[config.mk]
export PLATFORM = sky130hd
export DESIGN_NAME = bp_be_dcache_arbiter
export DESIGN_NICKNAME = d
export VERILOG_FILES = /design/src/rtl/bp_be_pkg.sv /design/src/rtl/bp_be_dcache_arb_prio.sv /design/src/rtl/bp_be_dcache_arbiter.sv
export SDC_FILE = /design/constraint.sdc
export NUM_CORES = 1
export LEC_CHECK = 0
export ABC_AREA = 1
export BUFFER_PORTS_ARGS = -buffer_cell sky130_fd_sc_hd__buf_2
export CORE_AREA = 2 2 203 205
export CTS_BUF_LIST = sky130_fd_sc_hd__clkbuf_4 sky130_fd_sc_hd__clkbuf_8 sky130_fd_sc_hd__clkbuf_16
export DETAILED_ROUTE_END_ITERATION = 7
export DIE_AREA = 0 0 205 207
export PLACE_DENSITY = 0.37
export REMOVE_ABC_BUFFERS = 1
export SLEW_MARGIN = 20
export SYNTH_ARGS = -nofsm -noshare
export SYNTH_HDL_FRONTEND = slang
export SYNTH_SLANG_ARGS = --single-unit
[constraint.sdc]
create_clock -name clk_i -period 1.88 [get_ports clk_i]
set_input_delay 0.282 -clock clk_i [delete_from_list [all_inputs] [get_ports clk_i]]
set_output_delay 0.282 -clock clk_i [all_outputs]
set_load 0.005 [all_outputs]
[src/rtl/bp_be_pkg.sv]
`default_nettype none
// +---------------------------------------------------------------------+
// | bp_be_pkg : shared types for the backend D$ request arbiter         |
// | Rev 1.0                                                             |
// +---------------------------------------------------------------------+
package bp_be_pkg;

    typedef enum logic [1:0] {
        e_idle   = 2'd0,
        e_locked = 2'd1,
        e_drain  = 2'd2
    } bp_be_dcache_arb_state_e;

endpackage
`default_nettype wire

[src/rtl/bp_be_dcache_arb_prio.sv]
`default_nettype none
// +---------------------------------------------------------------------+
// | bp_be_dcache_arb_prio : starvation-aware fixed-priority selector    |
// | Rev 1.0                                                             |
// +---------------------------------------------------------------------+
module bsg_priority_encode_one_hot_out #(
    parameter int width_p = 1
) (
    input  logic [width_p-1:0] in_i,
    output logic [width_p-1:0] one_hot_o
);
    always_comb begin
        one_hot_o = '0;
        for (int k = 0; k < width_p; k++) begin
            if (in_i[k] && (one_hot_o == '0)) one_hot_o[k] = 1'b1;
        end
    end
endmodule

module bp_be_dcache_arb_prio
    import bp_be_pkg::*;
#(
    parameter int num_req_p = 3
) (
    input  logic [num_req_p-1:0] req_i,
    input  logic [num_req_p-1:0] starved_i,
    output logic [num_req_p-1:0] grant_o
);
    logic [num_req_p-1:0] w_starved_req;
    logic [num_req_p-1:0] w_pe_starved;
    logic [num_req_p-1:0] w_pe_req;

    assign w_starved_req = req_i & starved_i;

    bsg_priority_encode_one_hot_out #(.width_p(num_req_p)) u_pe_starved (
        .in_i      (w_starved_req),
        .one_hot_o (w_pe_starved)
    );

    bsg_priority_encode_one_hot_out #(.width_p(num_req_p)) u_pe_req (
        .in_i      (req_i),
        .one_hot_o (w_pe_req)
    );

    // Any starved requester pre-empts plain fixed priority.
    assign grant_o = (|w_starved_req) ? w_pe_starved : w_pe_req;
endmodule
`default_nettype wire

[src/rtl/bp_be_dcache_arbiter.sv]
`default_nettype none
// +---------------------------------------------------------------------+
// | bp_be_dcache_arbiter : shares the D$ request port among requesters  |
// | Rev 1.0                                                             |
// +---------------------------------------------------------------------+
module bp_be_dcache_arbiter
    import bp_be_pkg::*;
#(
    parameter int  num_req_p      = 3,
    parameter int  pkt_width_p    = 96,
    parameter int  ptag_width_p   = 28,
    parameter int  starve_limit_p = 15,
    localparam int lg_req_lp      = (num_req_p > 1) ? $clog2(num_req_p) : 1
) (
    input  logic                              clk_i,
    input  logic                              reset_n_i,
    input  logic                              flush_i,
    input  logic [num_req_p-1:0]              req_v_i,
    input  logic [num_req_p-1:0]              req_lock_i,
    input  logic [num_req_p*pkt_width_p-1:0]  req_pkt_i,
    input  logic [num_req_p-1:0]              req_ptag_v_i,
    input  logic [num_req_p*ptag_width_p-1:0] req_ptag_i,
    output logic [num_req_p-1:0]              req_grant_o,
    output logic                              dcache_pkt_v_o,
    output logic [pkt_width_p-1:0]            dcache_pkt_o,
    input  logic                              dcache_ready_i,
    output logic                              dcache_ptag_v_o,
    output logic [ptag_width_p-1:0]           dcache_ptag_o,
    input  logic                              dcache_early_v_i,
    output logic [num_req_p-1:0]              resp_v_o,
    output logic [lg_req_lp-1:0]              lock_owner_o,
    output logic                              locked_o
);
    localparam int cnt_width_lp = (starve_limit_p > 0) ? $clog2(starve_limit_p + 1) : 1;
    localparam logic [cnt_width_lp-1:0] c_starve_limit = cnt_width_lp'(starve_limit_p);

    typedef struct packed {
        logic                 v;
        logic [lg_req_lp-1:0] idx;
    } bp_be_dcache_arbiter_owner_s;

    bp_be_dcache_arb_state_e     state_q, state_d;
    logic [lg_req_lp-1:0]        lock_owner_q, lock_owner_d;
    logic                        locked_q, locked_d;
    bp_be_dcache_arbiter_owner_s stage1_q, stage1_d, stage2_q, stage2_d;
    logic [cnt_width_lp-1:0]     cnt_q [num_req_p];

    logic [num_req_p-1:0]    w_owner_oh, w_cand, w_starved, w_prio_grant, w_grant;
    logic [lg_req_lp-1:0]    w_grant_idx;
    logic                    w_grant_any, w_grant_lock, w_ptag_v;
    logic [ptag_width_p-1:0] w_ptag;

    for (genvar gi = 0; gi < num_req_p; gi++) begin : g_req
        assign w_owner_oh[gi] = (lock_owner_q == lg_req_lp'(gi));
        assign w_starved[gi]  = (cnt_q[gi] >= c_starve_limit);
    end

    always_comb begin
        w_cand = '0;
        case (state_q)
            e_idle:   w_cand = req_v_i;
            e_locked: w_cand = req_v_i & w_owner_oh;
            default:  w_cand = '0;
        endcase
    end

    bp_be_dcache_arb_prio #(.num_req_p(num_req_p)) u_prio (
        .req_i     (w_cand),
        .starved_i (w_starved),
        .grant_o   (w_prio_grant)
    );

    // Grant is gated by reset so outputs are quiet while reset is held.
    assign w_grant      = (dcache_ready_i && reset_n_i) ? w_prio_grant : '0;
    assign w_grant_any  = |w_grant;
    assign w_grant_lock = |(w_grant & req_lock_i);

    always_comb begin
        dcache_pkt_o = '0;
        w_grant_idx  = '0;
        w_ptag_v     = 1'b0;
        w_ptag       = '0;
        resp_v_o     = '0;
        for (int i = 0; i < num_req_p; i++) begin
            if (w_grant[i]) begin
                dcache_pkt_o = dcache_pkt_o | req_pkt_i[i*pkt_width_p +: pkt_width_p];
                w_grant_idx  = lg_req_lp'(i);
            end
            if (stage1_q.v && (stage1_q.idx == lg_req_lp'(i))) begin
                w_ptag_v = req_ptag_v_i[i];
                w_ptag   = req_ptag_i[i*ptag_width_p +: ptag_width_p];
            end
            if (stage2_q.v && (stage2_q.idx == lg_req_lp'(i)))
                resp_v_o[i] = dcache_early_v_i & ~flush_i;
        end
    end

    always_comb begin
        state_d      = state_q;
        lock_owner_d = lock_owner_q;
        case (state_q)
            e_idle: begin
                if (w_grant_any && w_grant_lock) begin
                    state_d      = e_locked;
                    lock_owner_d = w_grant_idx;
                end
            end
            e_locked: if (w_grant_any && !w_grant_lock) state_d = e_drain;
            // Leave once nothing will be in stage 2 on the next cycle.
            e_drain:  if (!(stage1_q.v && !flush_i)) state_d = e_idle;
            default:  state_d = e_idle;
        endcase
        locked_d = (state_d == e_locked);
        stage1_d = '{v: w_grant_any & ~flush_i, idx: w_grant_idx};
        stage2_d = '{v: stage1_q.v & ~flush_i, idx: stage1_q.idx};
    end

    always_ff @(posedge clk_i or negedge reset_n_i) begin
        if (!reset_n_i) begin
            state_q      <= e_idle;
            lock_owner_q <= '0;
            locked_q     <= 1'b0;
            stage1_q     <= '0;
            stage2_q     <= '0;
            for (int i = 0; i < num_req_p; i++) cnt_q[i] <= '0;
        end else begin
            state_q      <= state_d;
            lock_owner_q <= lock_owner_d;
            locked_q     <= locked_d;
            stage1_q     <= stage1_d;
            stage2_q     <= stage2_d;
            for (int i = 0; i < num_req_p; i++) begin
                if (!req_v_i[i] || w_grant[i])
                    cnt_q[i] <= '0;
                else if (cnt_q[i] != c_starve_limit)
                    cnt_q[i] <= cnt_q[i] + 1'b1;
            end
        end
    end

    assign req_grant_o     = w_grant;
    assign dcache_pkt_v_o  = w_grant_any;
    assign dcache_ptag_v_o = w_ptag_v & ~flush_i;
    assign dcache_ptag_o   = w_ptag;
    assign lock_owner_o    = lock_owner_q;
    assign locked_o        = locked_q;
endmodule
`default_nettype wire

==> impl_metrics.toml <==
[clock_tree]
clk_latency_ns = 0.25
cts_made_buffers = 3
cts_max_level = 1
clockBufferDepth = 2
clock-root-buffer = "clkbuf_16"
hold_buffers = 0
cts_tree = "built"
clkSlewWorstSetupHoldPaths_ns = 0.06
cts.sinks = 23

[finish]
fin_util_pct = 24.9
area_growth_pct = 176
mostFrequentLayoutCell = "buf_2"
finalInstanceArea_um2 = 10000
fin_cells = 1825
seqCellArea_um2 = 576
most-common-layout-cells = "496 x buf_2, 217 x nand2_1, 91 x nand3_2"
layout.nets = 1672
multi_input_area_um2 = 4020
nFillCells = 4533
drive_gt1_share_pct = 73.3

[synth]
synthAdderAreaFrac_pct = 1.03
yosys.area_share.simple_pct = 63.5
ys.flop_type = "dfrtp_1"
synth_compound_area_share_pct = 9.04
synth_top_family_by_area = "simple AND/OR/NAND/NOR gates"
syn_area_um2 = 3640
synth-xor-area-share_pct = 0.722
synth_cell_type_count = 31
yosys_warnings = 0
avgSynthCellArea_um2 = 5.44
async_flop_share_pct = 100
synth_edf_count = 0
netlist.area_leader.share_pct = 31.6
synth_seq_cells = 23
synth_mux_area_share_pct = 0
ys_seq_area_share_pct = 15.8
synthCells = 669
synthTopCellsByArea = "nand2_1 32%, dfrtp_1 16%, nand3_1 14%, nor2_1 7.8%, a221oi_1 6.7%"
synth_largest_area_cell = "nand2_1"

[timing]
skew_ns = 0.00207
drv_slew = 0
setup_viol = 124
worst_slew_pin_slew_ns = 0.325
fin_crit_sh_pct = 127
timing.setup.tns_ns = -48.22
slew_headroom_pct = 78.4
setup_slack_ns = -0.514
layout_min_cycle_time_ns = 2.39
finalHoldViolations = 0
max_freq_ghz = 0.418
rsz0062_at_grt = "true"

[global_routing]
grt_pass1_wl_um = 42600
grt_overflow = 0
track_usage_pct = 13.4
grt_pass1_vias = 7107
grt_max_degree = 33
antenna_found_initial = 14

[route]
drc_errors = 0
wl_per_cell_um = 18.4
vias = 7327
antenna_left = 0
drt-initial-drc-count = 311
firstDrtPassIters = 5
routed_wl_um = 33600
via_per_inst = 4.01

[outcome]
violations = "setup timing"
outcome = "complete, but fails checks"

[worst_setup_path]
crit_path_end_kind = "output pin"
worst_ep_required_time_ns = 1.60
cp.arrival_ns = 2.11
r2r_setup_slack_ns = -0.13
path_max_fanout = 12
worst-setup-path-type = "register to output pin"
worstSetupStartpointType = "register"

[min_path]
min_path_type = "input port to asynchronous set/reset pin"

[die]
io_pins = 521
initial_core_util_pct = 9.02
rows = 74
core_um2 = 40400
fp.dieArea_um2 = 42400
die_y_um = 207
fp.dieW_um = 205

[placed_design]
post-place-ws_ns = -0.326
place_congestion = 0.921
dp_cells = 1747
hpwl_um = 24200
detailed_place.area_um2 = 7310
port_buffers = 520

[pwr]
p_leak_uw = 0.00586
power.density_nw_per_um2 = 334
peakVddDrop_mv = 0.345

[run]
maxCapViolations = 0
## Yosys cell counts (all sizes together), types with 2 or more instances
| cell type | number |
|---|---|
| nand3 | 114 |
| a221oi | 28 |
| nor2 | 79 |
| xor2 | 3 |
| a21oi | 9 |
| nor3 | 4 |
| ha | 3 |
| clkbuf | 7 |
| nor4 | 2 |
| nand2 | 331 |
| or2 | 2 |
| dfrtp | 23 |
| o21ai | 4 |
| inv | 22 |
| buf | 35 |
## final timing paths
| check | start | endpoint | cells past startpoint |
|---|---|---|---|
| setup / recovery | cnt_q[0] | dcache_pkt_o[11] | 13 |
| hold / removal | reset_n_i | cnt_q[10] | 2 |
| setup reg to reg | cnt_q[0] | locked_o | 15 |
| hold reg to reg | stage1_q[2] | stage2_q[2] | 2 |
| max in group asynchronous | reset_n_i | locked_o | 2 |
| min in group clk_i | flush_i | stage2_q[2] | 2 |
## registers in the layout, summed over array words and instances, names as in the netlist
register,count
state_q,2
lock_owner_o,2
cnt_q,12
stage1_q,3
locked_o,1
stage2_q,3
## power by group
group | internal (uW) | switching (uW) | total, uW
Clock | 304 | 177 | 481
Combinational | 1160 | 1100 | 2270
Sequential | 554 | 53.2 | 607
Total | 2020 | 1330 | 3350
## routing by layer
| metal | part of all wire (%) | track usage [%] | wire length, um |
|---|---|---|---|
| met3 | 8.0 | 3.07 | 2670 |
| met4 | 5.0 | 4.59 | 1660 |
| met2 | 51 | 25.3 | 17200 |
| met1 | 36 | 14.5 | 12000 |
| met5 | 0.13 | 0 | 45 |
## layout make-up
cell class	instances	area share [%]
diodes	11	0.274
clock buffers	4	0.823
inverters	23	1.20
multi-input cells	581	40.0
flip-flops and latches	23	5.73
well taps	532	6.63
repair buffers	650	45.2
repair inverters	1	0.112
## critical path, stage by stage, from the launching register on
cell	delay [ns]
dfrtp_1	0.36
ha_2	0.19
nand2_2	0.07
nor2_4	0.12
nand3_2	0.10
buf_6	0.14
nand3_2	0.07
nand2_4	0.07
nand2_8	0.14
inv_16	0.08
buf_16	0.16
nand2_1	0.09
nand3_2	0.12
buf_2	0.15
## stage by stage
step | power (uW) | hold slack (ns)
2_1_floorplan | 1130 | -0.0136
3_3_place_gp | 2200 | 0.317
3_5_place_dp | 2190 | 0.319
4_1_cts | 3080 | 0.0392
5_1_grt | 3580 | 0.0471
6_report | 3350 | 0.0287
## logic make-up after synthesis
| logic type | count (synthesis) |
|---|---|
| AOI/OAI and AO/OA | 43 |
| buffers and inverters | 65 |
| DFF | 23 |
| xor gates and xnor gates | 3 |
| adders and majority gates | 3 |
| and+or+nand+nor | 532 |
## repair_timing
| item | 4_1_cts | 5_1_grt |
|---|---|---|
| setup endpoints to repair | 131 | 137 |
| pin swaps | 61 | 87 |
| endpoints found under the hold margin | 0 | 0 |
| gates cloned | 12 | 12 |
| resized for setup | 219 | 205 |
| setup buffers | 26 | 21 |
Power figures use the tool's default switching activity.
